===== src/rtl/pulse_stretcher_pkg.sv =====
// Shared state encoding and queue-depth helpers for pulse_stretcher.
package pulse_stretcher_pkg;

    typedef enum logic [1:0] {
        StIdle = 2'b00,
        StHigh = 2'b01,
        StLow  = 2'b10
    } state_e;

    localparam int unsigned QUEUE_W_DEFAULT = 3;
    localparam int unsigned PEND_MAX        = (1 << QUEUE_W_DEFAULT) - 1;

    // Saturation value of a pending counter that is queue_w bits wide.
    function automatic int unsigned pend_max(input int unsigned queue_w);
        return (32'd1 << queue_w) - 32'd1;
    endfunction

endpackage


===== src/rtl/pulse_stretcher_if.sv =====
// Strobe-in / stretched-level-out bundle for pulse_stretcher.
interface pulse_stretcher_if #(
    parameter int unsigned QUEUE_W = 3
) ();

    logic               trig;
    logic               level_out;
    logic               busy;
    logic [QUEUE_W-1:0] pending;
    logic               overflow;

    modport master (
        output trig,
        input  level_out,
        input  busy,
        input  pending,
        input  overflow
    );

    modport slave (
        input  trig,
        output level_out,
        output busy,
        output pending,
        output overflow
    );

endinterface


===== src/rtl/pulse_stretcher.sv =====
// Turns single-cycle trig strobes into HIGH_CYCLES-wide pulses with LOW_CYCLES guard gaps,
// replaying queued strobes in order. Define PULSE_STRETCH_RETRIG_EN to let trig extend a pulse.
module pulse_stretcher
    import pulse_stretcher_pkg::*;
#(
    parameter int unsigned HIGH_CYCLES = 4,
    parameter int unsigned LOW_CYCLES  = 2,
    parameter int unsigned CNT_W       = 8,
    parameter int unsigned QUEUE_W     = 3
) (
    input logic              clk,
    input logic              reset,
    pulse_stretcher_if.slave bus
);

    localparam logic [CNT_W-1:0]   HighLoad = CNT_W'(HIGH_CYCLES - 1);
    localparam logic [CNT_W-1:0]   LowLoad  = CNT_W'(LOW_CYCLES - 1);
    localparam logic [QUEUE_W-1:0] PendMax  = QUEUE_W'(pend_max(QUEUE_W));

    state_e             state_q, state_d;
    logic [CNT_W-1:0]   cnt_q, cnt_d;
    logic [QUEUE_W-1:0] pending_q, pending_d;
    logic               overflow_q, overflow_d;
    logic               level_q, level_d;
    logic               busy_q, busy_d;
    logic               start, retrig, enq, deq, pend_nz;

    assign pend_nz = (pending_q != '0);

    always_comb begin
        state_d    = state_q;
        cnt_d      = cnt_q;
        pending_d  = pending_q;
        overflow_d = overflow_q;
        start      = 1'b0;
        retrig     = 1'b0;

        case (state_q)
            StIdle: begin
                if (bus.trig || pend_nz) begin
                    start = 1'b1;
                end
            end
            StHigh: begin
`ifdef PULSE_STRETCH_RETRIG_EN
                retrig = bus.trig;
`endif
                if (retrig) begin
                    cnt_d = HighLoad;
                end else if (cnt_q == '0) begin
                    state_d = StLow;
                    cnt_d   = LowLoad;
                end else begin
                    cnt_d = cnt_q - CNT_W'(1);
                end
            end
            StLow: begin
                if (cnt_q == '0) begin
                    if (bus.trig || pend_nz) begin
                        start = 1'b1;
                    end else begin
                        state_d = StIdle;
                    end
                end else begin
                    cnt_d = cnt_q - CNT_W'(1);
                end
            end
            default: begin
                state_d = StIdle;
                cnt_d   = '0;
            end
        endcase

        if (start) begin
            state_d = StHigh;
            cnt_d   = HighLoad;
        end

        // A start serves the oldest queued request first; trig is consumed directly
        // only when nothing is waiting.
        deq = start && pend_nz;
        enq = bus.trig && !retrig && !(start && !pend_nz);

        if (enq && !deq) begin
            if (pending_q == PendMax) begin
                overflow_d = 1'b1;
            end else begin
                pending_d = pending_q + QUEUE_W'(1);
            end
        end else if (deq && !enq) begin
            pending_d = pending_q - QUEUE_W'(1);
        end

        level_d = (state_d == StHigh);
        busy_d  = (state_d != StIdle);
    end

    always_ff @(posedge clk) begin
        if (!reset) begin
            state_q    <= StIdle;
            cnt_q      <= '0;
            pending_q  <= '0;
            overflow_q <= 1'b0;
            level_q    <= 1'b0;
            busy_q     <= 1'b0;
        end else begin
            state_q    <= state_d;
            cnt_q      <= cnt_d;
            pending_q  <= pending_d;
            overflow_q <= overflow_d;
            level_q    <= level_d;
            busy_q     <= busy_d;
        end
    end

    assign bus.level_out = level_q;
    assign bus.busy      = busy_q;
    assign bus.pending   = pending_q;
    assign bus.overflow  = overflow_q;

endmodule


===== src/flat_wrapper.sv =====
// flat-port wrapper written by rule: the top's interface ports become plain ports
module pulse_stretcher_flat import pulse_stretcher_pkg::*;
#(
    parameter int unsigned HIGH_CYCLES = 4,
    parameter int unsigned LOW_CYCLES  = 2,
    parameter int unsigned CNT_W       = 8,
    parameter int unsigned QUEUE_W     = 3
)
  (clk, reset, bus_trig, bus_level_out, bus_busy, bus_pending, bus_overflow);
  pulse_stretcher_if #(.QUEUE_W(QUEUE_W)) bus_i ();
  input logic clk;
  input logic reset;
  input wire logic [$bits(bus_i.trig)-1:0] bus_trig;
  output wire logic [$bits(bus_i.level_out)-1:0] bus_level_out;
  output wire logic [$bits(bus_i.busy)-1:0] bus_busy;
  output wire logic [$bits(bus_i.pending)-1:0] bus_pending;
  output wire logic [$bits(bus_i.overflow)-1:0] bus_overflow;
  assign bus_i.trig = bus_trig;
  assign bus_level_out = bus_i.level_out;
  assign bus_busy = bus_i.busy;
  assign bus_pending = bus_i.pending;
  assign bus_overflow = bus_i.overflow;
  pulse_stretcher #(.HIGH_CYCLES(HIGH_CYCLES), .LOW_CYCLES(LOW_CYCLES), .CNT_W(CNT_W), .QUEUE_W(QUEUE_W)) u_core (.clk(clk), .reset(reset), .bus(bus_i));
endmodule

===== config.mk =====
export PLATFORM = sky130hd
export DESIGN_NAME = pulse_stretcher_flat
export DESIGN_NICKNAME = d
export VERILOG_FILES = /design/src/rtl/pulse_stretcher_pkg.sv /design/src/rtl/pulse_stretcher_if.sv /design/src/rtl/pulse_stretcher.sv /design/src/flat_wrapper.sv
export SDC_FILE = /design/constraint.sdc
export NUM_CORES = 1
export LEC_CHECK = 0
export ABC_AREA = 1
export CAP_MARGIN = 0
export CORE_MARGIN = 10
export CORE_UTILIZATION = 56
export CTS_CLUSTER_DIAMETER = 40
export DETAILED_ROUTE_END_ITERATION = 7
export GPL_ROUTABILITY_DRIVEN = 0
export PLACE_DENSITY = 0.78
export SLEW_MARGIN = 20
export SYNTH_ARGS = -nofsm -noshare
export SYNTH_HDL_FRONTEND = slang
export SYNTH_SLANG_ARGS = --single-unit

===== constraint.sdc =====
create_clock -name clk -period 2.5 [get_ports clk]
set_clock_uncertainty 0.2 [all_clocks]
set_input_delay 0.25 -clock clk [delete_from_list [all_inputs] [get_ports clk]]
set_output_delay 0.25 -clock clk [all_outputs]
set_load 0.03 [all_outputs]

# Word-level counts from Yosys, hierarchy flattened
# Index checks and enable logic that the tools add are counted.
word_totals:
  register_bits: 16
  in_bits: 3
  word_cells: 55
classes:
  n_addsub: 3
  n_eq_ne: 8
  mux: 15
  n_bitwise: 2
  n_reduce_logical: 20
op_table:
  columns: ["operator", "count"]
  rows:
  - ["case mux 8 bit (3 select lines)", 1]
  - ["two-way mux 8 bit", 2]
  - ["two-way mux 2 bit", 5]
  - ["two-way mux 3 bit", 3]
  - ["zero test 8 bit", 1]
  - ["AND reduction 2 bit", 4]
  - ["subtractor 8 x 1 -> 8 bit (second input constant)", 1]
  - ["case mux 2 bit (3 select lines)", 1]
  - ["logical AND 1 bit", 5]
  - ["== test 2 x 1 -> 1 bit (second input constant)", 2]
  - ["zero test 1 bit", 4]
  - ["!= test 2 bit (second input constant)", 2]
  - ["nonzero test 2 bit", 2]
  - ["adder 3 x 1 -> 3 bit (second input constant)", 1]
  - ["== test 3 bit (second input constant)", 1]
  - ["!= test 3 x 2 -> 1 bit (second input constant)", 1]
  - ["nonzero test 3 bit", 1]
  - ["subtractor 3 x 1 -> 3 bit (second input constant)", 1]
  - ["== test 2 bit (second input constant)", 1]
  - ["zero test 2 bit", 1]
  - ["two-way mux 1 bit", 2]
  - ["!= test 2 x 1 -> 1 bit (second input constant)", 1]
  - ["NOT 1 bit", 2]
  - ["case mux 1 bit (2 select lines)", 1]
  - ["2 further kinds", 2]

# Logic depth before layout (Yosys ltp)
depth:
  word_depth: 12
  mapped_depth: 13
  ltp_nobuf: 13

# Least setup slack after synthesis
# OpenSTA, ideal clock, no wires.
synth_timing:
  path_type: "register to register"
  start: "register u_core.cnt_q[0]"
  end: "register u_core.pending_q[2], in the netlist u_core.bus.pending[2]"
  setup_ns: 0.116
  arrival_ns: 1.670
  setup_slack_ns: 0.514
  path_stages_with_launch: 14
  synth_period_minus_slack_ns: 1.986
  path_cell_list: "dfxtp_1 -> inv_1 -> ha_1 -> nand2_2 -> nor2_4 -> nand3_4 -> nand3_1 -> fa_1 -> inv_1 -> nand2_1 -> nand2_1 -> nand3_1 -> nand2_1 -> nor2_1"
synth_between:
  elab_chain_len: 10
  word_cells_on_any_way: 15
synth_lines:
  columns: ["element", "line", "source"]
  rows:
  - ["start, declared", "pulse_stretcher.sv:21", "logic [CNT_W-1:0] cnt_q, cnt_d;"]
  - ["start signal, assigned", "pulse_stretcher.sv:108", "cnt_q <= cnt_d;"]
  - ["zero test 8 bit (*)", "pulse_stretcher.sv:58", "if (cnt_q == '0) begin"]
  - ["two-way mux 1 bit (*)", "pulse_stretcher.sv:58", null]
  - ["case mux 1 bit (2 select lines) (*)", "pulse_stretcher.sv:38", "case (state_q)"]
  - ["logical AND 1 bit", "pulse_stretcher.sv:82", "enq = bus.trig && !retrig && !(start && !pend_nz);"]
  - ["zero test 1 bit", "pulse_stretcher.sv:82", null]
  - ["logical AND 1 bit", "pulse_stretcher.sv:82", null]
  - ["zero test 1 bit", "pulse_stretcher.sv:90", "end else if (deq && !enq) begin"]
  - ["logical AND 1 bit", "pulse_stretcher.sv:90", null]
  - ["nonzero test 2 bit (no source line)", null, null]
  - ["AND reduction 2 bit (no source line)", null, null]
  - ["end signal, assigned", "pulse_stretcher.sv:109", "pending_q <= pending_d;"]
  - ["end, declared", "pulse_stretcher.sv:22", "logic [QUEUE_W-1:0] pending_q, pending_d;"]
# Every way passes the cells marked *; elsewhere a longest branch is shown, timed or not.
# A chain may end at the register's enable or synchronous reset.

# Worst setup path after layout
# Same ends and word-level chain as after synthesis.

==> summary.md <==
| Metric | Value |
|---|---|
| Final Hold Fails | `0` |
| Outcome | `completed` |
| Yosys Warn Count | `0` |
| Synthesized net count | `149` |
| Vias in the first global route | `846` |
| Share of the synthesized area in the top cell type | `30.5%` |
| CTS Hold Bufs | `0` |
| Worst Reg-to-Reg Cells | `11` |
| Worst R2R Setup Slack | `0.30 ns` |
| Setup TNS | `0 ns` |
| GRT Resource Usage Total | `10.6%` |
| Initial antenna violation count | `0` |
| IO buf count | `8` |
| Total die area | `4010 µm²` |
| Setup crit end | `u_core.bus.pending[2]` |
| Required @ worst endpoint | `2.49 ns` |
| CP cell instances | `inv_1 > ha_1 > nand2_2 > nor2_4 > nand3_4 > nand3_1 > fa_1 > nand4_1 > nand2_1 > a21oi_1 > nor2_1` |
| # IOs | `9` |
| Max transition margin | `79.0%` |
| Clock Sinks | `16` |
| Actual slew at the worst max-slew pin | `0.314 ns` |
| Seq/Total Area, Yosys | `30.5%` |
| H-tree levels | `1` |
| Prevailing post-synth register cell | `dfxtp_1` |
| Rows | `15` |
| Syn Std Cell Area | `1050 µm²` |
| Lkg Pwr | `0.533 nW` |
| Clock transition at path regs | `0.10 ns` |
| GR Overflow Total | `0` |
| Setup Crit Path Kind | `flip-flop to flip-flop` |
| Setup Fix Bufs, Post-CTS | `0` |
| Pre-antenna DRT Iters | `6` |
| Initial Utilization | `60.1%` |
| Post-CTS Resized | `0` |
| Via count | `881` |
| RSZ-0062 raised after global routing | `false` |
| Post-route DRC violation count | `0` |
| Placed cell count | `174` |
| Commonest cells post-synth | `nand2_1 (22), nor2_1 (20), inv_1 (17)` |
| R2R Path End | `u_core.bus.pending[2]` |
| Post-DP HPWL | `1650 µm` |
| Max Clock Freq | `454 MHz` |
| Final period util | `88.1%` |
| Core area | `1750 µm²` |
| Clock tree buffer depth | `2` |
| Share of layout cells above drive strength 1 | `23.5%` |
| Worst setup SP type | `flip-flop` |
| Library cells used by synthesis | `24` |
| Largest net degree at the start of global routing | `10` |
| CTS tree | `built` |
| Filler cells | `153` |
| Drt total wl | `2040 µm` |
| Max_cap viols | `0` |
| Worst hold path type | `flip-flop to flip-flop` |
| Nets | `163` |
| Die Y | `63.3 µm` |
| Latest clock arrival within the worst-skew pair | `0.30 ns` |
| First-pass GRT wire length | `3570 µm` |
| Worst EP arrival | `2.20 ns` |
| CP max-delay cell | `fa_1` |
| Crit-path max cell delay | `0.43 ns` |
| Per-cell routed wire length | `11.5 µm` |
| Top post-synthesis cells by area | `dfxtp_1 (31%), nand2_1 (7.9%), nor2_1 (7.2%), nor2_4 (6.4%), inv_1 (6.1%)` |
| Post-synth EDFFs | `0` |
| Seq. cell area | `320 µm²` |
| Initial drt markers | `15` |
| Max VDD drop | `873 µV` |
| Vias per inst | `4.95` |
| Synth Area per Inst | `7.50 µm²` |
| Count of pins over their slew limit | `0` |
| RR Startpoint | `u_core.cnt_q[0]` |
| Root Buffer | `clkbuf_4` |
| # setup viols final | `0` |
| Cell count after synthesis | `140` |
| Area leader, netlist | `dfxtp_1` |
| Multi-input gate area | `636 µm²` |
| Most common cell in the netlist | `nand2_1` |
| Diodes inserted | `0` |
| Synth Register Bits | `16` |
| Worst Hold Launch | `u_core.bus.overflow` |
| Critical Path Start | `u_core.cnt_q[0]` |
| Layout area overhead | `14.8%` |
| Die X | `63.3 µm` |
| CP max FO | `4` |
| Routed Antenna Nets | `0` |
| Pwr dens | `1410 nW/µm²` |
| Fin cells | `178` |
| CTS buffer count | `3` |
| Fin crit period | `2.20 ns` |
| Fraction of registers with async set/reset | `0%` |
| CP Capture Type | `flip-flop` |
[worst max-delay path: cells and delay by family, from the launching register on]
kind            cells  cell delay [ns]
compound gates      1             0.14
fa+ha+maj           2             0.67
buf+inv             1             0.06
flops               1             0.36
simple gates        7             0.68
[routing by layer]
| metal | vias to the layer above | track usage [%] | wire length, µm |
|---|---|---|---|
| li1 | 463 | - | - |
| met1 | 397 | 13.1 | 972 |
| met2 | 19 | 16.5 | 939 |
| met3 | 2 | 3.89 | 113 |
| met4 | 0 | 3.83 | 17 |
| met5 | - | 0 | 0 |
[worst min-delay path by stage]
stage	to	cells after the start
3_5_place_dp	u_core.bus.overflow	1
6_report	u_core.bus.overflow	1
5_1_grt	u_core.bus.overflow	1
4_1_cts	u_core.bus.overflow	1
2_1_floorplan	u_core.state_q[0]	2
3_3_place_gp	u_core.bus.overflow	1
[logic make-up after synthesis]
family          after synthesis  share of synthesized area (%)
compound gates               13                           7.03
xor+xnor                      3                           2.50
fa+ha+maj                     6                           7.87
buf+inv                      23                           8.94
flops                        16                           30.5
simple gates                 79                           43.1
[stage by stage]
step           utilization, %  instance area, µm²  setup slack (ns)  total power (W)  hold slack (ns)
6_report                 69.0                1200             0.297          0.00170            0.288
4_1_cts                  69.0                1200             0.300          0.00171            0.288
2_1_floorplan               -                1050             0.514          0.00129            0.164
3_5_place_dp             67.0                1170             0.333          0.00153            0.259
5_1_grt                  69.0                1200             0.145          0.00186            0.307
3_3_place_gp             67.0                1170             0.422          0.00150            0.252
[area by class of cell]
| type | count | share of cell area [%] |
|---|---|---|
| Multi-Input combinational cell | 101 | 52.8 |
| Timing Repair Buffer | 9 | 7.27 |
| Inverter | 23 | 7.79 |
| Tap cell | 25 | 2.60 |
| Clock buffer | 4 | 3.01 |
| Sequential cell | 16 | 26.6 |
[where the power goes]
group | internal [W] | switching [W]
Combinational | 0.000406 | 0.000716
Sequential | 0.000337 | 0.0000648
Clock | 0.0000889 | 0.0000881
Total | 0.000832 | 0.000869
[cells in the final DEF (no fill, tap or decap)]
cell / n
fa_1: 1
nand3_1: 11
inv_8: 1
xor2_1: 3
dfxtp_1: 16
nand3_2: 1
nand2_8: 1
a21oi_1: 4
clkbuf_4: 3
nor2_2: 7
nand2_2: 4
nor3_2: 1
nand2_4: 3
nand3_4: 1
o21ai_0: 3
o21a_1: 2
o21ai_2: 1
clkdlybuf4s50_1: 8
nand2_1: 22
nor2_1: 20
inv_1: 17
buf_4: 1
inv_2: 5
nor2_4: 6
ha_1: 5
clkbuf_8: 1
nand4_1: 2
o21ai_1: 3
[state kept, by name, indices dropped and copies added, names as in the netlist]
signal / cells
u_core.bus.pending: 3
u_core.bus.busy: 1
u_core.state_q: 2
u_core.cnt_q: 8
u_core.bus.level_out: 1
u_core.bus.overflow: 1
(Power assumes the default switching activity.)
